`src/rtl/cpu_pkg.sv`:
```
// Shared CPU definitions used by the data-memory / writeback controller.
package cpu_pkg;

  // Controller sequencing states, 2-bit encoding.
  typedef enum logic [1:0] {
    S_IDLE = 2'd0,
    S_WAIT = 2'd1,
    S_ERR  = 2'd2
  } state_e;

  // Architectural zero register: writes to it are suppressed.
  localparam logic [4:0] REG_ZERO = 5'd0;

endpackage

```
`src/rtl/load_wb_ctrl.sv`:
```
// Load/store sequencer and registered writeback stage.
// Turns decoded memory instructions into a req/ack transaction on a
// variable-latency data memory, stalls the core while it is outstanding,
// and drives a one-cycle writeback pulse into the register file.
module load_wb_ctrl
  import cpu_pkg::*;
#(
  parameter int TIMEOUT = 16,
  parameter int CNT_W   = 8
) (
  input  logic        clk,
  input  logic        rst_n,
  input  logic        instr_valid,
  input  logic        mem_read,
  input  logic        mem_write,
  input  logic        reg_write,
  input  logic [4:0]  rd,
  input  logic [31:0] alu_data,
  input  logic [31:0] store_data,
  output logic        mem_req,
  output logic        mem_we,
  output logic [31:0] mem_addr,
  output logic [31:0] mem_wdata,
  input  logic [31:0] mem_rdata,
  input  logic        mem_ack,
  output logic        stall,
  output logic        wb_en,
  output logic [4:0]  wb_rd,
  output logic [31:0] wb_data,
  output logic        m2reg,
  output logic        bus_err
);

  // Last counter value before the timeout fires.
  localparam logic [CNT_W-1:0] CNT_LAST = CNT_W'(TIMEOUT - 1);

  state_e           state_q, state_d;
  logic [CNT_W-1:0] cnt_q, cnt_d;

  // Transaction context captured when a memory instruction is accepted.
  logic [4:0] rd_q;
  logic       ld_q;
  logic       rw_q;
  logic       we_q;

  logic accept;  // memory instruction accepted this cycle
  logic wb_alu;  // ALU result writes back next cycle
  logic wb_mem;  // load data writes back next cycle

  // Request/error flags come straight from the registered state so an
  // asynchronous reset drops them without waiting for a clock.
  assign mem_req = (state_q == S_WAIT);
  assign mem_we  = mem_req & we_q;
  assign bus_err = (state_q == S_ERR);

  // State and timeout counter register.
  always_ff @(posedge clk or negedge rst_n) begin
    if (!rst_n) begin
      state_q <= S_IDLE;
      cnt_q   <= '0;
    end else begin
      state_q <= state_d;
      cnt_q   <= cnt_d;
    end
  end

  // Next-state, counter, stall and writeback-trigger decode.
  always_comb begin
    state_d = state_q;
    cnt_d   = cnt_q;
    accept  = 1'b0;
    wb_alu  = 1'b0;
    wb_mem  = 1'b0;
    stall   = 1'b0;
    case (state_q)
      S_IDLE: begin
        stall = instr_valid & (mem_read | mem_write);
        if (instr_valid) begin
          if (mem_read && mem_write) begin
            state_d = S_ERR;
          end else if (mem_read || mem_write) begin
            accept  = 1'b1;
            cnt_d   = '0;
            state_d = S_WAIT;
          end else if (reg_write) begin
            wb_alu = 1'b1;
          end
        end
      end
      S_WAIT: begin
        stall = ~mem_ack;
        // An ack in the final timeout cycle still completes normally.
        if (mem_ack) begin
          wb_mem  = ld_q & rw_q;
          cnt_d   = '0;
          state_d = S_IDLE;
        end else if (cnt_q == CNT_LAST) begin
          state_d = S_ERR;
        end else begin
          cnt_d = cnt_q + CNT_W'(1);
        end
      end
      S_ERR: begin
        stall = 1'b1;
      end
      default: begin
        state_d = S_IDLE;
      end
    endcase
  end

  // Capture address, store data and instruction context on accept; they
  // stay stable for the whole time mem_req is high.
  always_ff @(posedge clk or negedge rst_n) begin
    if (!rst_n) begin
      mem_addr  <= '0;
      mem_wdata <= '0;
      rd_q      <= '0;
      ld_q      <= 1'b0;
      rw_q      <= 1'b0;
      we_q      <= 1'b0;
    end else if (accept) begin
      mem_addr  <= alu_data;
      mem_wdata <= store_data;
      rd_q      <= rd;
      ld_q      <= mem_read;
      rw_q      <= reg_write;
      we_q      <= mem_write;
    end
  end

  // Registered writeback stage: wb_en is a single-cycle pulse; index, data
  // and source select hold their last value between writebacks.
  always_ff @(posedge clk or negedge rst_n) begin
    if (!rst_n) begin
      wb_en   <= 1'b0;
      wb_rd   <= '0;
      wb_data <= '0;
      m2reg   <= 1'b0;
    end else begin
      wb_en <= 1'b0;
      if (wb_alu) begin
        wb_en   <= (rd != REG_ZERO);
        wb_rd   <= rd;
        wb_data <= alu_data;
        m2reg   <= 1'b0;
      end else if (wb_mem) begin
        wb_en   <= (rd_q != REG_ZERO);
        wb_rd   <= rd_q;
        wb_data <= mem_rdata;
        m2reg   <= 1'b1;
      end
    end
  end

endmodule

```
`config.mk`:
```
export PLATFORM = sky130hd
export DESIGN_NAME = load_wb_ctrl
export DESIGN_NICKNAME = d
export VERILOG_FILES = /design/src/rtl/cpu_pkg.sv /design/src/rtl/load_wb_ctrl.sv
export SDC_FILE = /design/constraint.sdc
export NUM_CORES = 1
export LEC_CHECK = 0
export CAP_MARGIN = 25
export CELL_PAD_IN_SITES_DETAIL_PLACEMENT = 0
export CELL_PAD_IN_SITES_GLOBAL_PLACEMENT = 1
export CORE_MARGIN = 2
export CORE_UTILIZATION = 37
export CTS_BUF_LIST = sky130_fd_sc_hd__clkbuf_4 sky130_fd_sc_hd__clkbuf_8
export DETAILED_ROUTE_END_ITERATION = 12
export GPL_TIMING_DRIVEN = 0
export PLACE_DENSITY = 0.88
export SYNTH_ARGS = -nofsm -noshare
export SYNTH_HDL_FRONTEND = slang
export SYNTH_SLANG_ARGS = --single-unit
```
`constraint.sdc`:
```
create_clock -name clk -period 4.1 [get_ports clk]
set_input_delay 1.23 -clock clk [delete_from_list [all_inputs] [get_ports clk]]
set_output_delay 1.23 -clock clk [all_outputs]
set_load 0.03 [all_outputs]
```
## Yosys cells after proc, flatten, opt, wreduce, memory -nomap -nowiden

Index checks and enable logic that the tools add are counted.

- Input bits: 108
- Flip-flop bits (word level): 121
- Logic and storage cells: 69

- Eq/ne operators: 9
- Add/sub/neg operators: 1
- Bitwise logic cells: 6
- Mux-type cells: 32
- Reduce and logical (&&, ||, !) cells: 9

Operators with widths:

| operator | number |
|---|---|
| two-way mux 32 bit | 2 |
| two-way mux 8 bit | 5 |
| one-hot mux 8 bit (2 select lines) | 1 |
| two-way mux 1 bit | 15 |
| two-way mux 2 bit | 5 |
| two-way mux 5 bit | 2 |
| nonzero test 5 bit | 2 |
| adder 8 x 1 -> 8 bit, second input constant | 1 |
| == test 8 x 4 -> 1 bit, second input constant | 1 |
| inequality test 2 bit, second input constant | 3 |
| inequality test 3 bit, second input constant | 2 |
| one-hot mux 2 bit (3 select lines) | 1 |
| AND reduction 5 bit | 1 |
| AND reduction 4 bit | 1 |
| nonzero test 2 bit | 2 |
| bitwise AND 1 bit | 3 |
| inequality test 3 x 1 -> 1 bit, second input constant | 1 |
| one-hot mux 1 bit (3 select lines) | 1 |
| == test 2 x 1 -> 1 bit, second input constant | 1 |
| == test 2 bit, second input constant | 1 |
| zero test 2 bit | 1 |
| inverter 1 bit | 2 |
| logical AND 1 bit | 1 |
| logical OR 1 bit | 1 |
| bitwise OR 1 bit | 1 |

## Logic depth before layout (Yosys ltp)

Gate-level depths: netlist of run 1.

- Word-level depth: 6
- Mapped depth: 7
- Mapped depth without buffers: 6

## Worst setup path after synthesis of run 1

Ideal clock, no wire load.

- Kind: input to output
- From: input mem_read
- To: output stall
- Stages: 5
- Slack: 0.536 ns
- Data required time: 2.870 ns
- Arrival: 2.334 ns
- Cells stage by stage: inv_1 > ha_1 > nor2b_1 > nor2_1 > o21ai_0

- Longest elaborated chain between the ends: 3

RTL lines:

| item | line | RTL |
|---|---|---|
| start: declaration | load_wb_ctrl.sv:14 | `input logic mem_read,` |
| bitwise OR 1 bit | load_wb_ctrl.sv:77 | `stall = instr_valid & (mem_read \| mem_write);` |
| bitwise AND 1 bit | load_wb_ctrl.sv:77 |  |
| one-hot mux 1 bit (3 select lines) | load_wb_ctrl.sv:75 | `case (state_q)` |
| end: declaration | load_wb_ctrl.sv:26 | `output logic stall,` |

Every way passes these cells.

## Worst setup path after layout of run 1

Ends and elaborated chain as after synthesis.

==> results_dict.tcl, run 1 <==
set metrics [dict create \
    p_clk_frac 0.153 \
    min_delay_path_depth 1 \
    vias 3926 \
    clk_latency_ns 0.44 \
    fin_ws_ns 0.2345 \
    report.final.slew_viol_count 0 \
    antennaDiodeCount 0 \
    layout.nets 736 \
    regToRegEndpoint "wb_data[29]" \
    pre_cts_ws_ns -0.2386 \
    ant_nets 0 \
    crit_arrival_ns 2.64 \
    cap_violations 0 \
    cts_max_level 4 \
    use_met1 0.2198 \
    min_from "mem_addr[20]" \
    fin_cells 816 \
    grt_pass1_vias 4155 \
    crit_type "input port to output pin" \
    hpwl_um 9907 \
    worst_hold_path.endpoint "mem_addr[20]" \
    synth_nets 502 \
    wl_per_cell_um 16.41 \
    synthTopCellsByArea "dfrtp_1 57%, mux2_1 13%, mux2i_1 7.0%, o21ai_1 4.3%, buf_6 3.2%" \
    ir_drop_mv 0.4253 \
    endpoint_kind "output pin" \
    synth_edf_count 0 \
    ff2ff_setup_slack_ns 2.20 \
    cts_buffer_depth 2 \
    final_util 0.5757 \
    seq_power_share 0.341 \
    synth_top_cell_by_area "dfrtp_1" \
    netlist_top_cells_count "121 x dfrtp_1, 60 x mux2_1, 45 x o21ai_1" \
    core_mm2 0.01388 \
    die_h_um 123.3 \
    worstReg2RegStart "state_q[1]" \
    cts_tree "done" \
    fmax_mhz 258.7 \
    start_util 0.3794 \
    multiInputGateArea_mm2 0.002008 \
    clock_sinks 121 \
    synth_most_common_cell "dfrtp_1" \
    fp.dieW_um 123.3 \
    met3_usage 0.06827 \
    fin_skew_ns 0.009204 \
    setup_viol 0 \
    drc 0 \
    ys_warn_count 0 \
    cts_root_buf "clkbuf_8" \
    io_pins 215 \
    p_leak_nw 3.634 \
    ys_seq_area_frac 0.5750 \
    grt_pass1_wl_um 20840 \
    drive_gt1_frac 0.1258 \
    internal_power_w 0.003627 \
    yosys_register_bits 121 \
    dr.pass1.iters 4 \
    grt-ovfl-total 0 \
    postSynthAreaPerCell_um2 13.47 \
    power.density_mw_per_mm2 753.7 \
    timing.final.hold_violations 0 \
    cts.clk_slew.worst_paths_ns 0.06 \
    dieArea_mm2 0.01520 \
    cts_buffers 17 \
    track_usage 0.1799 \
    required_ns 2.87 \
    yosys.area.top_type_share 0.5750 \
    netlist_area_mm2 0.005266 \
    ys.flop_type "dfrtp_1" \
    max_slew_margin 0.6134 \
    register_area_mm2 0.003028 \
    async_flop_share 1.000 \
    min_period_over_period 0.9428 \
    routed_via_density 4.811 \
    grt_max_degree 63 \
    r2r_cells 4 \
    status "finished, final reports clean" \
    crit_fanout 4 \
    placed_cells 786 \
    switchingPower_w 0.002395 \
    post-route-min-period_ns 3.866 \
    gp_congestion 0.7784 \
    area_growth_pct 51.75 \
    io_buffers 214 \
    critPathLaunchType "input port" \
    grt_util_met2 0.2854 \
    p_sw_frac 0.3977 \
    hp-class "flop to flop" \
    syn_inst 391 \
    worstMarginPinSlew_ns 0.5799 \
    rsz0062_at_grt "false" \
    whs_ns 0.4840 \
    power_frac_comb 0.506 \
    rows 43 \
    ys_types 44 \
    drt-total-wl_um 13390 \
    top_usage_layer "met2" \
    num-fill-cells 1154 \
    antenna_found_initial 0 \
    drt_iter0_markers 138 \
]
[critical path: stages]
cell and delay, ns:
clkdlybuf4s50_1 0.52, inv_1 0.06, ha_1 0.23, nor2b_1 0.16, nor2_1 0.05, o21ai_0 0.15
clkbuf_2 0.24
[through the flow]
stage	area (um^2)	TNS [ns]	total power, W
after floorplan	5266	0	0.003758
after global placement	7634	-352.12	0.005096
after detailed placement	7662	-0.2386	0.005154
after CTS	7995	0	0.006108
after global routing	7991	0	0.006370
final	7991	0	0.006023
[per-layer routing]
layer	part of all wire	vias up
met5	0	-
met1	0.42	1901
met4	0.020	0
met3	0.088	22
li1	-	1843
met2	0.47	160
[registers in the layout, summed over array words and instances (netlist names)]
name and count:
mem_wdata 32, mem_addr 32, rd_q 5, m2reg 1, we_q 1, wb_rd 5, state_q 2, ld_q 1
cnt_q 8, rw_q 1, wb_en 1, wb_data 32
[power groups by stage]
stage               Sequential (W)  Combinational, W  Clock [W]
finish                     0.00206           0.00304   0.000922
global route               0.00213           0.00322    0.00102
CTS                        0.00206           0.00308   0.000963
detailed placement         0.00208           0.00307          0
global placement           0.00205           0.00304          0
floorplan                  0.00304          0.000716          0
[cells in the final DEF, fill, tap and decap left out, types with 2 or more instances in the layout]
master / n
clkdlybuf4s50_1: 212
dfrtp_1: 121
mux2_1: 60
o21ai_1: 45
nand2_1: 39
mux2i_1: 37
clkbuf_8: 19
buf_6: 16
mux2_4: 10
clkbuf_4: 7
inv_1: 6
buf_2: 4
nand3_1: 4
a21oi_1: 4
clkinv_2: 4
nor2_1: 3
a21o_1: 3
ha_1: 3
or4_1: 2
and3_1: 2
buf_4: 2
a21oi_2: 2
a31oi_1: 2
nor3_1: 2
mux2_2: 2
[worst max path at each step]
stage / slack (ns) / start / to
after floorplan: 0.54 / mem_read / stall
after global placement: -2.92 / rst_n / mem_addr[21]
after detailed placement: -0.24 / mem_read / stall
after CTS: 0.03 / mem_read / stall
after global routing: 0.11 / mem_read / stall
final: 0.23 / mem_read / stall
[cells by family (layout without fill, tap and decap cells)]
logic type | after synthesis | count (layout) | synth area share
DFF | 121 | 121 | 0.5750
muxes | 110 | 110 | 0.2340
and+or+nand+nor | 66 | 66 | 0.07056
AOI/OAI and AO/OA | 63 | 63 | 0.06962
buffers and inverters | 28 | 273 | 0.04371
adders and majority gates | 3 | 3 | 0.007128
[area by class of cell]
class,instances,share of cell area
flip-flops and latches,121,0.3789
multi-input cells,242,0.2513
inverters,6,0.002818
clock buffers,26,0.03930
repair buffers,215,0.2710
plain buffers,22,0.02599
well taps,180,0.02818
clock inverters,4,0.002505
[timing repair]
action                     in CTS  in global routing
setup buffers                   0                  0
hold buffers                    0                  0
setup endpoints to repair       1                  1
gates resized for setup         1                  3
Note: power is estimated with default switching activity, not from simulation.
==> run 2, diff against run 1 <==
REMOVE_ABC_BUFFERS = 1   (was unset)
==> results_dict.tcl, run 2 (same netlist as run 1, synthesis figures left out) <==
set metrics [dict create \
    cts_hold_buffers 0 \
    cts_max_level 4 \
    area_growth_pct 51.46 \
    crit_chain "clkdlybuf4s50_1 > inv_1 > ha_1 > nor2b_1 > nor2_1 > o21ai_0 > buf_2" \
    worstMarginPinSlew_ns 0.5981 \
    cap_violations 0 \
    multiInputGateArea_mm2 0.002022 \
    die_h_um 123.3 \
    wl_met3_um 1071 \
    dieArea_mm2 0.01520 \
    drt_iter0_markers 162 \
    final_common_cell "clkdlybuf4s50_1" \
    ir_drop_mv 0.4244 \
    start_util 0.3794 \
    min_delay_path_depth 1 \
    fin_cells 798 \
    reg_top3 "mem_addr (32), mem_wdata (32), wb_data (32)" \
    met1_length_um 5174 \
    drc 0 \
    ant_nets 0 \
    final_cell_mix "212 x clkdlybuf4s50_1, 121 x dfrtp_1, 60 x mux2_1" \
    core_mm2 0.01388 \
    timing.final.hold_violations 0 \
    endpoint_kind "output pin" \
    max_slew_margin 0.6013 \
    crit_type "input port to output pin" \
    num-fill-cells 1145 \
    status "finished, final reports clean" \
    required_ns 2.87 \
    drive_gt1_frac 0.1052 \
    gp_congestion 0.7738 \
    post-route-min-period_ns 3.936 \
    antenna_found_initial 0 \
    hpwl_um 9353 \
    wl_met2_um 6480 \
    drt-total-wl_um 13030 \
    cts.clk_slew.worst_paths_ns 0.07 \
    critPathLaunchType "input port" \
    register_area_mm2 0.003028 \
    track_usage 0.1734 \
    crit_fanout 4 \
    report.final.slew_viol_count 0 \
    cts_setup_buffers 0 \
    rows 43 \
    grt_max_degree 85 \
    grt_pass1_wl_um 20200 \
    dr.pass1.iters 4 \
    post-route-cell-area_mm2 0.007976 \
    cts_buffers 17 \
    routed_via_density 4.870 \
    cts_buffer_depth 2 \
    fin_ws_ns 0.1636 \
    top_layer "met4" \
    cts_tree "done" \
    wl_per_cell_um 16.33 \
    slowest_delay_ns 0.52 \
    r2r_cells 3 \
    io_buffers 214 \
    hp-class "flop to flop" \
    p_total_w 0.006276 \
    clock_sinks 121 \
    grt_pass1_vias 4050 \
    vias 3886 \
    power.density_mw_per_mm2 786.8 \
    dpl_cell_area_mm2 0.007536 \
    pre_cts_ws_ns -0.2968 \
    clk_latency_ns 0.42 \
    fmax_mhz 254.0 \
    layout.nets 717 \
    fp.dieW_um 123.3 \
    crit_arrival_ns 2.71 \
    grt-ovfl-total 0 \
    io_pins 215 \
    p_leak_nw 3.575 \
    placed_cells 767 \
    rsz0062_at_grt "false" \
    antennaDiodeCount 0 \
    cp_slowest_cell "clkdlybuf4s50_1" \
    fin_skew_ns 0.007754 \
    cts_root_buf "clkbuf_8" \
    setup_viol 0 \
    min_period_over_period 0.9601 \
]
run 2: area by class of cell:
class,count,area share
Clock buffer,24,0.03827
Clock inverter,7,0.01757
Inverter,6,0.002824
Multi-Input combinational cell,242,0.2535
Sequential cell,121,0.3796
Tap cell,180,0.02824
Timing Repair Buffer,218,0.2800
run 2: timing repair:
action                     CTS  global route
gates cloned                 0             0
setup endpoints to repair    1             1
gates resized for setup      4             2
run 2: metal layers:
layer	GRT usage	vias up
li1	-	1811
met1	0.2037	1884
met2	0.2885	164
met3	0.05996	27
met4	0.07315	0
met5	0	-
run 2: worst paths after layout:
| check | from | endpoint | slack (ns) |
|---|---|---|---|
| worst max-delay path | mem_read | stall | 0.16 |
| worst min-delay path | mem_addr[7] | mem_addr[7] | 0.49 |
| worst max register to register | state_q[0] | mem_addr[14] | 2.04 |
| worst min register to register | mem_addr[7] | mem_addr[7] | 0.49 |
| max in group asynchronous | rst_n | mem_wdata[0] | 2.67 |
| min in group asynchronous | rst_n | wb_data[28] | 0.70 |
run 2: report_power, final:
group	switching [W]	leakage, nW	internal [W]	total [W]
sequential	0.000310	1.48	0.00175	0.00206
clock	0.000451	0.223	0.000735	0.00119
combinational	0.00166	1.88	0.00137	0.00303
run 2: per-stage QoR:
stage	setup TNS, ns	utilization	hold WS (ns)
floorplan	0	-	0.4492
CTS	0	0.5751	0.4896
global route	0	0.5746	0.4966
global placement	-469.00	0.5350	0.4614
finish	0	0.5746	0.4858
detailed placement	-0.2968	0.5429	0.4737
run 2: critical path: cells and delay by family:
kind | cells | cell delay [ns]
AO/OA/AOI/OAI | 1 | 0.18
AND/OR/NAND/NOR | 2 | 0.24
buffers and inverters | 3 | 0.81
adder cells (fa/ha/maj) | 1 | 0.24
==> run 3, diff against run 2 <==
CORE_UTILIZATION = 31   (was 37)
PLACE_DENSITY = 0.79   (was 0.88)
clock period = 3.6 ns   (was 4.1 ns; I/O delays follow)
==> results_dict.tcl, run 3 (same netlist as run 1, synthesis figures left out) <==
set metrics [dict create \
    status "finished, final reports clean" \
    dr.pass1.iters 4 \
    area_growth_pct 52.58 \
    cts_buffer_depth 2 \
    max_slew_margin 0.5080 \
    min_delay_path_depth 1 \
    crit_arrival_ns 2.45 \
    cts_hold_buffers 0 \
    power.density_mw_per_mm2 891.2 \
    cts_buffers 17 \
    clock_sinks 121 \
    reg_top3 "mem_addr (32), mem_wdata (32), wb_data (32)" \
    die_h_um 134.3 \
    drive_gt1_frac 0.1066 \
    grt-ovfl-total 0 \
    cap_violations 0 \
    antenna_found_initial 0 \
    required_ns 2.52 \
    ant_nets 0 \
    report.final.slew_viol_count 0 \
    hp-class "flop to flop" \
    worst-path-stages 7 \
    core_mm2 0.01658 \
    critPathLaunchType "input port" \
    wl_per_cell_um 15.88 \
    min_period_over_period 0.9798 \
    final_util 0.4845 \
    crit_chain "clkdlybuf4s50_1 > inv_1 > ha_1 > nor2b_1 > nor2_1 > o21ai_0 > buf_4" \
    post-route-min-period_ns 3.527 \
    layout.nets 717 \
    cp_slowest_cell "clkdlybuf4s50_1" \
    cts.clk_slew.worst_paths_ns 0.07 \
    drt-total-wl_um 13320 \
    timing.final.hold_violations 0 \
    final_cell_mix "212 x clkdlybuf4s50_1, 121 x dfrtp_1, 60 x mux2_1" \
    endpoint_kind "output pin" \
    p_leak_nw 3.590 \
    hpwl_um 9502 \
    fmax_mhz 283.5 \
    setup_tns_ns 0 \
    drt_iter0_markers 165 \
    num-fill-cells 1498 \
    grt_pass1_wl_um 21240 \
    routed_via_density 4.595 \
    antennaDiodeCount 0 \
    dieArea_mm2 0.01805 \
    ir_drop_mv 0.4087 \
    track_usage 0.1507 \
    start_util 0.3176 \
    vias 3855 \
    crit_family "buffers and inverters" \
    r2r_cells 5 \
    cts_max_level 4 \
    slowest_delay_ns 0.51 \
    final_common_cell "clkdlybuf4s50_1" \
    fp.dieW_um 134.3 \
    whs_ns 0.4852 \
    grt_max_degree 62 \
    clk_latency_ns 0.42 \
    cts_tree "done" \
    setup_viol 0 \
    fin_skew_ns 0.006335 \
    io_pins 215 \
    drc 0 \
    gp_congestion 0.6973 \
    grt_pass1_vias 4228 \
    io_buffers 214 \
    rows 47 \
    crit_fanout 4 \
    rsz0062_at_grt "false" \
    cts_root_buf "clkbuf_8" \
    path_buf_inv 3 \
    crit_type "input port to output pin" \
    worstMarginPinSlew_ns 0.7380 \
]
==> run 3: layer usage <==
metal | share of wire | global-route usage
met5 | 0 | 0
met4 | 0.024 | 0.06374
met3 | 0.087 | 0.05971
met2 | 0.47 | 0.2463
met1 | 0.42 | 0.1762
==> run 3: worst reg2reg max path, cell delays in order (launching register included) <==
cell and delay (ns):
dfrtp_1 0.48, nor4b_2 0.35, and3_2 0.72, buf_12 0.30
nand2_1 0.10, o21ai_1 0.08
==> run 3: worst paths after layout <==
path / start / endpoint / slack, ns
worst max-delay path: mem_read / stall / 0.07
max in group asynchronous: rst_n / mem_addr[21] / 2.28
min in group asynchronous: rst_n / mem_addr[10] / 0.63
worst max register to register: state_q[1] / wb_data[28] / 1.50
worst min-delay path: mem_addr[1] / mem_addr[1] / 0.49
worst min register to register: mem_addr[1] / mem_addr[1] / 0.49
==> run 3: layout make-up <==
type / instances / area, um^2 / share of cell area
well taps: 220 / 275.3 / 0.03426
clock buffers: 24 / 311.5 / 0.03877
repair buffers: 218 / 2236 / 0.2783
clock inverters: 8 / 140.1 / 0.01744
flip-flops and latches: 121 / 3028 / 0.3768
multi-input cells: 242 / 2022 / 0.2516
inverters: 6 / 22.52 / 0.002803
==> run 3: what timing repair did <==
action,in CTS,in global routing
endpoints found under the setup margin,1,1
buffers inserted,0,0
gates resized for setup,6,1
==> run 3: through the flow <==
step	total power [W]	worst slack (ns)	area, um^2	std cells
global route	0.007553	0.004768	8035	839
finish	0.007161	0.07271	8035	839
global placement	0.005782	-3.258	7476	803
detailed placement	0.005858	-0.4261	7586	807
CTS	0.007270	0.04797	8033	839
floorplan	0.004249	-0.3058	5059	369
==> run 3: power breakdown <==
part           total [W]  switching [W]  leakage, nW  internal (W)
registers        0.00235       0.000358         1.48       0.00199
logic            0.00344        0.00188         1.88       0.00157
clock network    0.00137       0.000521        0.237      0.000848
total            0.00716        0.00275         3.59       0.00441
